**src/rtl/alu_lock_arbiter_pkg.sv**
```systemverilog
// Shared ALU arbitration types, and the wrap-aware issue_id age rule
// used by the SIC units, the ROB side and the lock arbiter.
package alu_lock_arbiter_pkg;

    localparam int unsigned ALU_DATA_W = 16;

    typedef enum logic [2:0] {
        ALU_ADD,
        ALU_SUB,
        ALU_AND,
        ALU_OR,
        ALU_XOR,
        ALU_SHL,
        ALU_SHR,
        ALU_NOP
    } alu_op_t;

    typedef struct packed {
        alu_op_t               op;
        logic [ALU_DATA_W-1:0] a;
        logic [ALU_DATA_W-1:0] b;
    } alu_req_t;

    typedef struct packed {
        logic [ALU_DATA_W-1:0] result;
        logic                  zero;
        logic                  carry;
    } alu_ans_t;

    typedef enum logic {
        IDLE,
        BUSY
    } alu_arb_state_t;

    // a is older than b when (a - b) mod 2^id_width has its MSB set (id_width <= 32)
    function automatic logic issue_id_older(input logic [31:0] a,
                                            input logic [31:0] b,
                                            input int unsigned id_width);
        logic [31:0] diff;
        diff = a - b;
        return diff[5'(id_width - 1)];
    endfunction

endpackage

```
**src/rtl/alu_age_picker.sv**
```systemverilog
// Combinational oldest-first selection over the requesting SIC units;
// equal issue_ids resolve to the lowest index.
module alu_age_picker
    import alu_lock_arbiter_pkg::*;
#(
    parameter int unsigned NUM_SIC  = 4,
    parameter int unsigned ID_WIDTH = 8
) (
    input  logic [NUM_SIC-1:0]          req,
    input  logic [NUM_SIC*ID_WIDTH-1:0] req_issue_id,
    output logic [$clog2(NUM_SIC)-1:0]  winner,
    output logic                        any_valid
);

    localparam int unsigned IDX_W = $clog2(NUM_SIC);

    logic [ID_WIDTH-1:0] best_id;
    logic                found;

    // Strict "older" keeps the earlier (lower) index on ties
    always_comb begin
        found   = 1'b0;
        winner  = '0;
        best_id = '0;
        for (int i = 0; i < NUM_SIC; i++) begin
            if (req[i] && (!found ||
                issue_id_older(32'(req_issue_id[i*ID_WIDTH +: ID_WIDTH]), 32'(best_id), ID_WIDTH))) begin
                found   = 1'b1;
                winner  = IDX_W'(i);
                best_id = req_issue_id[i*ID_WIDTH +: ID_WIDTH];
            end
        end
        any_valid = found;
    end

endmodule

```
**src/rtl/alu_lock_arbiter.sv**
```systemverilog
// Grants the shared ALU lock to the oldest requesting SIC unit and muxes the
// owner's operation onto the ALU port until the owner releases or abandons it.
module alu_lock_arbiter
    import alu_lock_arbiter_pkg::*;
#(
    parameter int unsigned NUM_SIC  = 4,
    parameter int unsigned ID_WIDTH = 8
) (
    input  logic                          clk,
    input  logic                          rst_n,
    input  logic [NUM_SIC-1:0]            req,
    input  logic [NUM_SIC*ID_WIDTH-1:0]   req_issue_id,
    input  logic [NUM_SIC-1:0]            release_lock,
    input  alu_req_t [NUM_SIC-1:0]        sic_alu_req,
    output logic [NUM_SIC-1:0]            grant,
    output alu_req_t                      alu_req,
    output logic                          owner_valid,
    output logic [$clog2(NUM_SIC)-1:0]    owner_idx,
    output logic [31:0]                   grant_count
);

    localparam int unsigned IDX_W = $clog2(NUM_SIC);

    alu_arb_state_t     state_q;
    alu_arb_state_t     state_d;
    logic [NUM_SIC-1:0] grant_d;
    logic [IDX_W-1:0]   owner_idx_d;
    logic [31:0]        grant_count_d;
    logic [IDX_W-1:0]   winner;
    logic               any_valid;
    logic               owner_done;

    alu_age_picker #(
        .NUM_SIC  (NUM_SIC),
        .ID_WIDTH (ID_WIDTH)
    ) u_picker (
        .req          (req),
        .req_issue_id (req_issue_id),
        .winner       (winner),
        .any_valid    (any_valid)
    );

    // Release wins over a still-asserted request from the owner
    assign owner_done  = release_lock[owner_idx] || !req[owner_idx];
    assign owner_valid = (state_q == BUSY);

    // State and registered outputs
    always_ff @(posedge clk or negedge rst_n) begin
        if (!rst_n) begin
            state_q     <= IDLE;
            grant       <= '0;
            owner_idx   <= '0;
            grant_count <= '0;
        end else begin
            state_q     <= state_d;
            grant       <= grant_d;
            owner_idx   <= owner_idx_d;
            grant_count <= grant_count_d;
        end
    end

    // Next state: BUSY always returns through IDLE, giving the one-cycle bubble
    always_comb begin
        state_d = state_q;
        case (state_q)
            IDLE:    if (any_valid)  state_d = BUSY;
            BUSY:    if (owner_done) state_d = IDLE;
            default: state_d = IDLE;
        endcase
    end

    // Output values for the next edge, plus the combinational ALU mux
    always_comb begin
        grant_d       = grant;
        owner_idx_d   = owner_idx;
        grant_count_d = grant_count;
        alu_req       = '0;
        if (state_q == IDLE && any_valid) begin
            grant_d       = NUM_SIC'(1) << winner;
            owner_idx_d   = winner;
            grant_count_d = grant_count + 32'd1;
        end else if (state_q == BUSY && owner_done) begin
            grant_d = '0;
        end
        if (owner_valid) begin
            alu_req = sic_alu_req[owner_idx];
        end
    end

endmodule

```
**config.mk**
```make
export PLATFORM = sky130hd
export DESIGN_NAME = alu_lock_arbiter
export DESIGN_NICKNAME = d
export VERILOG_FILES = /design/src/rtl/alu_lock_arbiter_pkg.sv /design/src/rtl/alu_age_picker.sv /design/src/rtl/alu_lock_arbiter.sv
export SDC_FILE = /design/constraint.sdc
export NUM_CORES = 1
export LEC_CHECK = 0
export ABC_AREA = 1
export ABC_CLOCK_PERIOD_IN_PS = 2290
export CAP_MARGIN = 5
export CORE_AREA = 2 2 110 112
export DETAILED_ROUTE_END_ITERATION = 10
export DIE_AREA = 0 0 112 114
export PLACE_DENSITY_LB_ADDON = 0.1
export SLEW_MARGIN = 25
export SYNTH_ARGS = -nofsm -noshare
export SYNTH_HDL_FRONTEND = slang
export SYNTH_SLANG_ARGS = --single-unit
```
**constraint.sdc**
```tcl
create_clock -name clk -period 2.29 [get_ports clk]
set_input_delay 0.229 -clock clk [delete_from_list [all_inputs] [get_ports clk]]
set_output_delay 0.229 -clock clk [all_outputs]
set_load 0.02 [all_outputs]
```
==> results.cfg, run 1 <==
[power]
p_clk_share_pct = 10.7
internal_power_mw = 3.27
leakage_nw = 3.69
p_sw_mw = 2.97
power_density_mw_per_mm2 = 796
pwr-share-comb_pct = 74.7
seq_power_share_pct = 14.6
peakVddDrop_mv = 0.752
swShare_pct = 47.6

[worst_setup_path]
required_ns = 2.50
critPathMostFrequentCell = nand2_2
cp-start-kind = input port
crit_type = input port to flop
arrival_ns = 3.78
critical_path_peak_fanout = 7
cp-end-kind = flop
slowest_stage = ha_1
cp_slowest_stage_delay_ns = 0.33
ff2ff_path_depth = 16
rrSetupSlack_ns = -0.36

[synth]
yosys_warnings = 0
syn_area_per_cell_um2 = 6.33
syn_inst = 595
ys_types = 34
ys_seq_area_share_pct = 25.9
synth.top_cell.area_share_pct = 25.9
yosysTopAreaCell = dfrtp_1
synthTopCellsByArea = dfrtp_1, nor2_1, o21ai_0, nand2_1, ha_1
syn_nets = 796
synth_seq_cells = 39
synth_area_mm2 = 0.00377

[global_route]
grt_pass1_vias = 5350
grt_pass1_wl_mm = 25.7
grt_overflow = 0
antenna_found_initial = 1
grt_max_degree = 51
track_usage_pct = 24.7

[detailed_routing]
wirelength_mm = 16.8
drt_iter0_drc = 218
vias = 5253
first_pass_iters = 5
drc = 0
avgViaCountPerCell = 4.86
detail_route.wl_per_cell_um = 15.6
ant_nets = 0

[place]
dp_hpwl_mm = 12.6
gp_congestion = 0.933
placed_area_mm2 = 0.00708
portBuffers = 255

[layout]
drive_gt1_share_pct = 25.2
mostFrequentLayoutCells = clkdlybuf4s50_1, nor2_1, buf_4, o21ai_0, nand2_1
fin_nets = 1132
final_common_cell = clkdlybuf4s50_1
finalInstanceArea_mm2 = 0.00785
syn_to_final_growth_pct = 108

[sta]
skew_ns = 0.00515
fmax_mhz = 280
post-route-min-period_ns = 3.57
timing.final.setup_violations = 20
setup_tns_ns = -11.46
rsz0062_at_grt = yes
finalCritPeriodShare_pct = 156
tightest_slew_ns = 0.899
fin_ws_ns = -1.28
slew_violations = 0
final_hold_viol_count = 0
relSlewSlack_pct = 40.0

[cts]
clk_latency_ns = 0.28
cts_max_level = 2
ctsHoldBuffers = 0
cts_tree = built
cts_sinks = 39
clk_pin_slew_ns = 0.06
cts_buffers = 5
ctsLongestPathBuffers = 2
ctsRootBufferMaster = clkbuf_16

[floorplan]
core-area_mm2 = 0.0117
die_area_mm2 = 0.0128
die_width_um = 112
initial_core_util_pct = 32.2
num_io_pins = 256
rows = 40
fp.dieH_um = 114

[run_status]
violations = negative setup slack
run_status = finished, violations left

[flow_run]
cap_violations = 0

[min_path]
min_path_type = input port to asynchronous set/reset pin
[through the flow]
stage	total power, mW	util [%]	hold slack (ns)	std cells	worst slack, ns
finish	6.24	67.0	0.0645	1080	-1.28
global route	6.72	67.0	0.146	1080	-1.57
CTS	6.16	63.8	0.101	1066	-1.47
detailed placement	5.51	60.4	0.397	1039	-2.16
global placement	5.46	60.4	0.394	1039	-1.96
floorplan	3.36	-	-0.0666	595	-1.46
[layout make-up]
| type | count | area (um2) |
|---|---|---|
| fillers | 1021 | 3860 |
| clock buffers | 6 | 129 |
| repair buffers | 355 | 3340 |
| inverters | 35 | 143 |
| flip-flops and latches | 39 | 982 |
| clock inverters | 2 | 12.5 |
| well taps | 147 | 184 |
| multi-input cells | 495 | 3060 |
| diodes | 1 | 2.50 |
[registers in the layout, indices dropped and copies added, names as in the netlist]
signal	count
grant_count	32
grant	4
owner_valid	1
owner_idx	2
[cell usage after synthesis]
| cell type | number |
|---|---|
| nor3_1 | 5 |
| nand3_1 | 23 |
| o21ai_1 | 3 |
| inv_6 | 1 |
| nor3_2 | 3 |
| nor2_2 | 3 |
| nand4_2 | 1 |
| o21ai_0 | 84 |
| clkinv_1 | 3 |
| or2_4 | 1 |
| a21o_1 | 1 |
| xor2_1 | 19 |
| ha_1 | 19 |
| nand2_1 | 94 |
| nor2_1 | 156 |
| nor2_4 | 4 |
| nand2_4 | 3 |
| nand3_2 | 4 |
| buf_1 | 1 |
| buf_4 | 1 |
| o21a_1 | 1 |
| clkbuf_1 | 26 |
| and2_4 | 1 |
| nor4_4 | 1 |
| xnor2_1 | 9 |
| inv_2 | 4 |
| dfrtp_1 | 39 |
| inv_1 | 27 |
| nand4_1 | 6 |
| o221ai_1 | 2 |
| a21oi_1 | 44 |
| a211oi_1 | 2 |
| nand2_2 | 3 |
| nand3b_1 | 1 |
[power groups by stage]
stage / clock (mW) / sequential (mW) / combinational (mW)
final: 0.669 / 0.911 / 4.66
after global placement: 0 / 0.914 / 4.55
after global routing: 0.704 / 0.926 / 5.09
after floorplan: 0 / 1.05 / 2.31
after CTS: 0.687 / 0.913 / 4.56
after detailed placement: 0 / 0.916 / 4.60
[kinds of logic (layout without fill, tap and decap cells)]
kind of cell             count (synthesis)  in the layout  share of synthesized area [%]
XOR/XNOR                                28             28                           6.51
AND/OR/NAND/NOR                        309            311                           36.1
buffers and inverters                   63            398                           6.51
other                                    0              1                              0
flip-flops                              39             39                           25.9
AO/OA/AOI/OAI                          137            137                           18.7
adder cells (fa/ha/maj)                 19             19                           6.31
[what timing repair did]
item,4_1_cts,5_1_grt
endpoints found under the setup margin,61,30
resized for setup,85,105
hold endpoints to repair,0,0
cloned,3,0
pin swaps,41,51
setup buffers,16,14
[final timing paths]
path,from,endpoint
max,req[0],grant[1]
min,rst_n,grant_count[2]
max reg2reg,owner_valid,grant_count[31]
min reg2reg,grant_count[31],grant_count[31]
max in group asynchronous,rst_n,owner_valid
min in group clk,req[3],grant[0]
[critical path: cells and delay by family]
family / cells / cell delay (ns)
AOI/OAI and AO/OA: 5 / 0.58
adders and majority gates: 3 / 0.94
buffers and inverters: 2 / 0.19
and+or+nand+nor: 23 / 1.82
[layer usage]
metal | vias to the layer above | part of all wire, % | routed length (um) | global-route usage (%)
met4 | 0 | 4.4 | 741 | 10.2
met2 | 200 | 51 | 8500 | 45.6
met1 | 2381 | 38 | 6400 | 27.0
met5 | - | 0 | 0 | 0
li1 | 2621 | - | - | -
met3 | 51 | 7.0 | 1170 | 6.22
No activity file was read; power rests on OpenSTA's default activity.
==> run 2, diff against run 1 <==
--- a/config.mk
+++ b/config.mk
@@ -7,10 +7,10 @@
 export LEC_CHECK = 0
 export ABC_AREA = 1
 export ABC_CLOCK_PERIOD_IN_PS = 2290
-export CAP_MARGIN = 5
-export CORE_AREA = 2 2 110 112
+export CORE_AREA = 2 2 99 101
 export DETAILED_ROUTE_END_ITERATION = 10
-export DIE_AREA = 0 0 112 114
+export DIE_AREA = 0 0 101 103
+export DONT_BUFFER_PORTS = 1
 export PLACE_DENSITY_LB_ADDON = 0.1
 export SLEW_MARGIN = 25
 export SYNTH_ARGS = -nofsm -noshare
==> results.cfg, run 2 (synthesis gave the netlist of run 1 again) <==
[run_status]
run_status = finished, violations left
violations = negative setup slack

[sta]
setup_tns_ns = -9.11
fin_ws_ns = -1.22
timing.final.setup_violations = 16
finalCritPeriodShare_pct = 153
rsz0062_at_grt = yes
hold_slack_ns = 0.136
post-route-min-period_ns = 3.51
skew_ns = 0.00550
slew_violations = 0
tightest_slew_ns = 0.474
relSlewSlack_pct = 68.1
fmax_mhz = 285
final_hold_viol_count = 0

[layout]
top_regs = grant_count x32, grant x4, owner_idx x2
final_common_cell = nor2_1
top_register = grant_count
final_core_util_pct = 60.1
instances_no_fill = 837
num-fill-cells = 866
mostFrequentLayoutCells = nor2_1, buf_4, o21ai_0, nand2_1, a21oi_1
largest_register_ffs = 32
drive_gt1_share_pct = 37.1
fin_nets = 923
syn_to_final_growth_pct = 51.0

[power]
leakage_nw = 2.67
p_clk_share_pct = 8.6
p_sw_mw = 2.83
power_density_mw_per_mm2 = 977
pwr-share-comb_pct = 74.5
peakVddDrop_mv = 0.571
swShare_pct = 50.9
seq_power_share_pct = 16.9
internal_power_mw = 2.73

[global_route]
grt_pass1_vias = 4211
grt_overflow = 0
antenna_found_initial = 1
grt_max_degree = 73
track_usage_pct = 25.0
grt_pass1_wl_mm = 20.6

[detailed_routing]
vias = 4443
drc = 0
wirelength_mm = 14.2
detail_route.wl_per_cell_um = 16.9
first_pass_iters = 4
drt_iter0_drc = 150
avgViaCountPerCell = 5.31
ant_nets = 0

[cts]
cts_buffers = 5
cts_max_level = 2
ctsLongestPathBuffers = 2
cts_sinks = 39
ctsRootBufferMaster = clkbuf_8
clk_pin_slew_ns = 0.07
cts_tree = built
clk_latency_ns = 0.29

[worst_setup_path]
ff2ff_path_depth = 22
rr_endpoint = grant_count[18]
cp-end-kind = flop
worstReg2RegStart = grant_count[1]
arrival_ns = 3.70
crit_type = input port to flop
cp_slowest_stage_delay_ns = 0.28
cp-start-kind = input port
critical_path_peak_fanout = 7
crit_start = req_issue_id[6]
critPathMostFrequentCell = nand2_1
rrSetupSlack_ns = -0.27
slowest_stage = ha_1
required_ns = 2.48

[floorplan]
die_area_mm2 = 0.0104
rows = 36
die_width_um = 101
initial_core_util_pct = 39.8
core-area_mm2 = 0.00946
num_io_pins = 256
fp.dieH_um = 103

[min_path]
worstHoldStart = req[3]
min_path_type = input port to flop
min_delay_path_depth = 3
hold_end = grant[1]

[place]
dp_hpwl_mm = 10.1
dp.cells = 782
portBuffers = 0
gp_congestion = 0.865

[flow_run]
cap_violations = 0
[run 2: changes by cell type in the layout (fill, tap and decap cells not counted), moves of 5 or more]
cell / previous run / this run
dlymetal6s2s_1: 14 / 0
clkbuf_16: 5 / 0
dlygate4sd2_1: 26 / 0
buf_4: 97 / 121
clkbuf_8: 0 / 6
buf_6: 1 / 19
clkdlybuf4s50_1: 200 / 0
clkbuf_2: 8 / 0
[run 2: worst max-delay path, delay by kind of cell]
family	cells	cell delay, ns
buffers and inverters	1	0.11
AND/OR/NAND/NOR	19	1.72
adder cells (fa/ha/maj)	3	0.72
AO/OA/AOI/OAI	7	0.91
[run 2: metal layers]
layer | up-vias | global-route usage, % | part of all wire [%]
met5 | - | 0 | 0
met4 | 0 | 7.38 | 2.8
met3 | 40 | 7.46 | 7.6
met2 | 173 | 44.1 | 52
met1 | 2030 | 29.4 | 38
li1 | 2200 | - | -
[run 2: final cells by class]
type,count,area (um2),share of cell area (%)
sequential,39,982,17.3
tap,114,143,2.51
antenna,1,2.50,0.0440
inverter,35,141,2.49
timing repair buffer,146,1230,21.7
clock buffer,6,82.6,1.45
multi-input combinational,495,3100,54.5
clock inverter,1,5.00,0.0880
[run 2: worst max path at each step]
stage,end,cells after the start
3_5_place_dp,owner_idx[0],32
4_1_cts,grant[1],33
6_report,grant[3],30
5_1_grt,owner_idx[1],34
2_1_floorplan,owner_idx[0],37
3_3_place_gp,owner_idx[0],33
[run 2: timing repair]
| action | CTS | global route |
|---|---|---|
| resized for setup | 61 | 59 |
| pin swaps | 25 | 20 |
| setup buffers | 43 | 12 |
| hold buffers | 2 | 0 |
| hold endpoints to repair | 39 | 0 |
| setup endpoints to repair | 16 | 23 |
| gates cloned | 2 | 0 |
[run 2: stage by stage]
step                instance area, um2  setup WS [ns]  power, mW
finish                            5690          -1.22       5.56
global route                      5690          -1.52       6.03
CTS                               5430          -1.03       5.45
detailed placement                4720          -1.68       4.76
global placement                  4720          -1.53       4.71
floorplan                         3920          -1.46       3.36
[run 2: power by group through the flow]
stage	combinational, mW	sequential, mW	clock, mW
after floorplan	2.31	1.05	0
after global placement	3.76	0.946	0
after detailed placement	3.81	0.950	0
after CTS	4.02	0.939	0.495
after global routing	4.55	0.958	0.523
final	4.14	0.942	0.478
==> run 3, diff against run 2 <==
--- a/config.mk
+++ b/config.mk
@@ -7,12 +7,12 @@
 export LEC_CHECK = 0
 export ABC_AREA = 1
 export ABC_CLOCK_PERIOD_IN_PS = 2290
-export CORE_AREA = 2 2 99 101
+export CORE_AREA = 5 5 96 98
 export DETAILED_ROUTE_END_ITERATION = 10
 export DIE_AREA = 0 0 101 103
 export DONT_BUFFER_PORTS = 1
 export PLACE_DENSITY_LB_ADDON = 0.1
-export SLEW_MARGIN = 25
+export SLEW_MARGIN = 10
 export SYNTH_ARGS = -nofsm -noshare
 export SYNTH_HDL_FRONTEND = slang
 export SYNTH_SLANG_ARGS = --single-unit
==> results.cfg, run 3 (synthesis gave the netlist of run 1 again) <==
[run_status]
run_status = finished, violations left
violations = negative setup slack

[worst_setup_path]
cp-start-kind = input port
required_ns = 2.51
worstReg2RegStart = grant_count[1]
cp_slowest_stage_delay_ns = 0.27
cp_num_buf_inv = 0
critical_path_peak_fanout = 7
crit_start = req_issue_id[6]
arrival_ns = 3.67
cp-end-kind = flop
path_delay_family = simple AND/OR/NAND/NOR gates
slowest_stage = ha_1
critPathMostFrequentCell = nand2_1
rrSetupSlack_ns = -0.27
crit_type = input port to flop

[detailed_routing]
top_layer = met4
drc = 0
first_pass_iters = 7
avgViaCountPerCell = 5.53
wirelength_mm = 15.3
drt-met1-wl_mm = 5.77
wl_met3_mm = 1.31
ant_nets = 0
detail_route.wl_per_cell_um = 18.5
vias = 4569
dr_wl_met2_mm = 7.66
drt_iter0_drc = 238

[floorplan]
core-area_mm2 = 0.00838
die_width_um = 101
num_io_pins = 256
rows = 34
initial_core_util_pct = 45.0
die_area_mm2 = 0.0104
fp.dieH_um = 103

[sta]
post-route-min-period_ns = 3.45
rsz0062_at_grt = yes
final_hold_viol_count = 0
timing.final.setup_violations = 15
fin_ws_ns = -1.16
skew_ns = 0.0100
setup_tns_ns = -8.13
slew_violations = 0
finalCritPeriodShare_pct = 151
fmax_mhz = 290
tightest_slew_ns = 0.481
relSlewSlack_pct = 67.9

[layout]
largest_register_ffs = 32
mostFrequentLayoutCells = nor2_1, buf_4, nand2_1, o21ai_0, a21oi_1
top_register = grant_count
diodes = 0
final_common_cell = nor2_1
top_regs = grant_count x32, grant x4, owner_idx x2
syn_to_final_growth_pct = 45.8
fin_nets = 918
drive_gt1_share_pct = 33.1
final_core_util_pct = 65.6

[power]
internal_power_mw = 2.87
p_clk_share_pct = 11.8
swShare_pct = 50.1
pwr-share-comb_pct = 71.2
seq_power_share_pct = 17.0
leakage_nw = 2.64
power_density_mw_per_mm2 = 1050
peakVddDrop_mv = 0.704
p_sw_mw = 2.88

[global_route]
track_usage_pct = 27.3
grt_pass1_vias = 4471
grt_max_degree = 73
grt_overflow = 0
antenna_found_initial = 0
grt_pass1_wl_mm = 22.5

[cts]
cts_sinks = 39
cts_buffers = 5
cts_max_level = 2
cts_tree = built
clk_latency_ns = 0.30
clk_pin_slew_ns = 0.07
ctsRootBufferMaster = clkbuf_8
ctsLongestPathBuffers = 2

[min_path]
min_path_type = input port to flop
worstHoldStart = req[3]

[flow_run]
cap_violations = 0

[place]
dp_hpwl_mm = 11.6
gp_congestion = 1.02
portBuffers = 0
run 3: power groups by stage:
stage               Combinational, mW  Sequential [mW]  Clock [mW]
floorplan                        2.31             1.05           0
global placement                 3.77            0.967           0
detailed placement               3.82            0.975           0
CTS                              3.96            0.966       0.685
global route                     4.48            0.986       0.715
finish                           4.09            0.977       0.680
run 3: cell type report:
class,count,area [um2]
Tap cell,108,135
Fill cell,713,2880
Multi-Input combinational cell,495,2960
Sequential cell,39,982
Clock inverter,2,60.1
Clock buffer,6,72.6
Inverter,35,145
Timing Repair Buffer,141,1140
run 3: worst paths after layout:
path                       cells after the start               to
setup / recovery                              30         grant[1]
hold reg to reg                                1  grant_count[31]
setup reg to reg                              19  grant_count[26]
min in group asynchronous                      2  grant_count[13]
hold / removal                                 2         grant[3]
max in group asynchronous                      2   grant_count[0]
run 3: stage by stage:
| step | instances | instance area [um2] | hold slack [ns] | setup slack [ns] | total power, mW |
|---|---|---|---|---|---|
| 2_1_floorplan | 595 | 3920 | -0.0666 | -1.46 | 3.36 |
| 3_3_place_gp | 779 | 4740 | -0.0657 | -1.35 | 4.73 |
| 3_5_place_dp | 779 | 4740 | -0.0658 | -1.43 | 4.80 |
| 4_1_cts | 819 | 5260 | 0.141 | -0.990 | 5.61 |
| 5_1_grt | 826 | 5500 | 0.120 | -1.42 | 6.18 |
| 6_report | 826 | 5500 | 0.109 | -1.16 | 5.74 |
run 3: per-layer routing:
layer	vias to the layer above	GRT usage, %
li1	2190	-
met3	46	6.56
met5	-	0
met1	2131	32.4
met4	0	8.79
met2	202	48.6
run 3: what timing repair did:
| action | 4_1_cts | 5_1_grt |
|---|---|---|
| cloned | 2 | 0 |
| hold buffers | 2 | 0 |
| pin swaps | 16 | 13 |
| endpoints found under the hold margin | 39 | 0 |
| setup endpoints to repair | 15 | 24 |
| gates resized for setup | 32 | 44 |
| setup buffers | 28 | 9 |
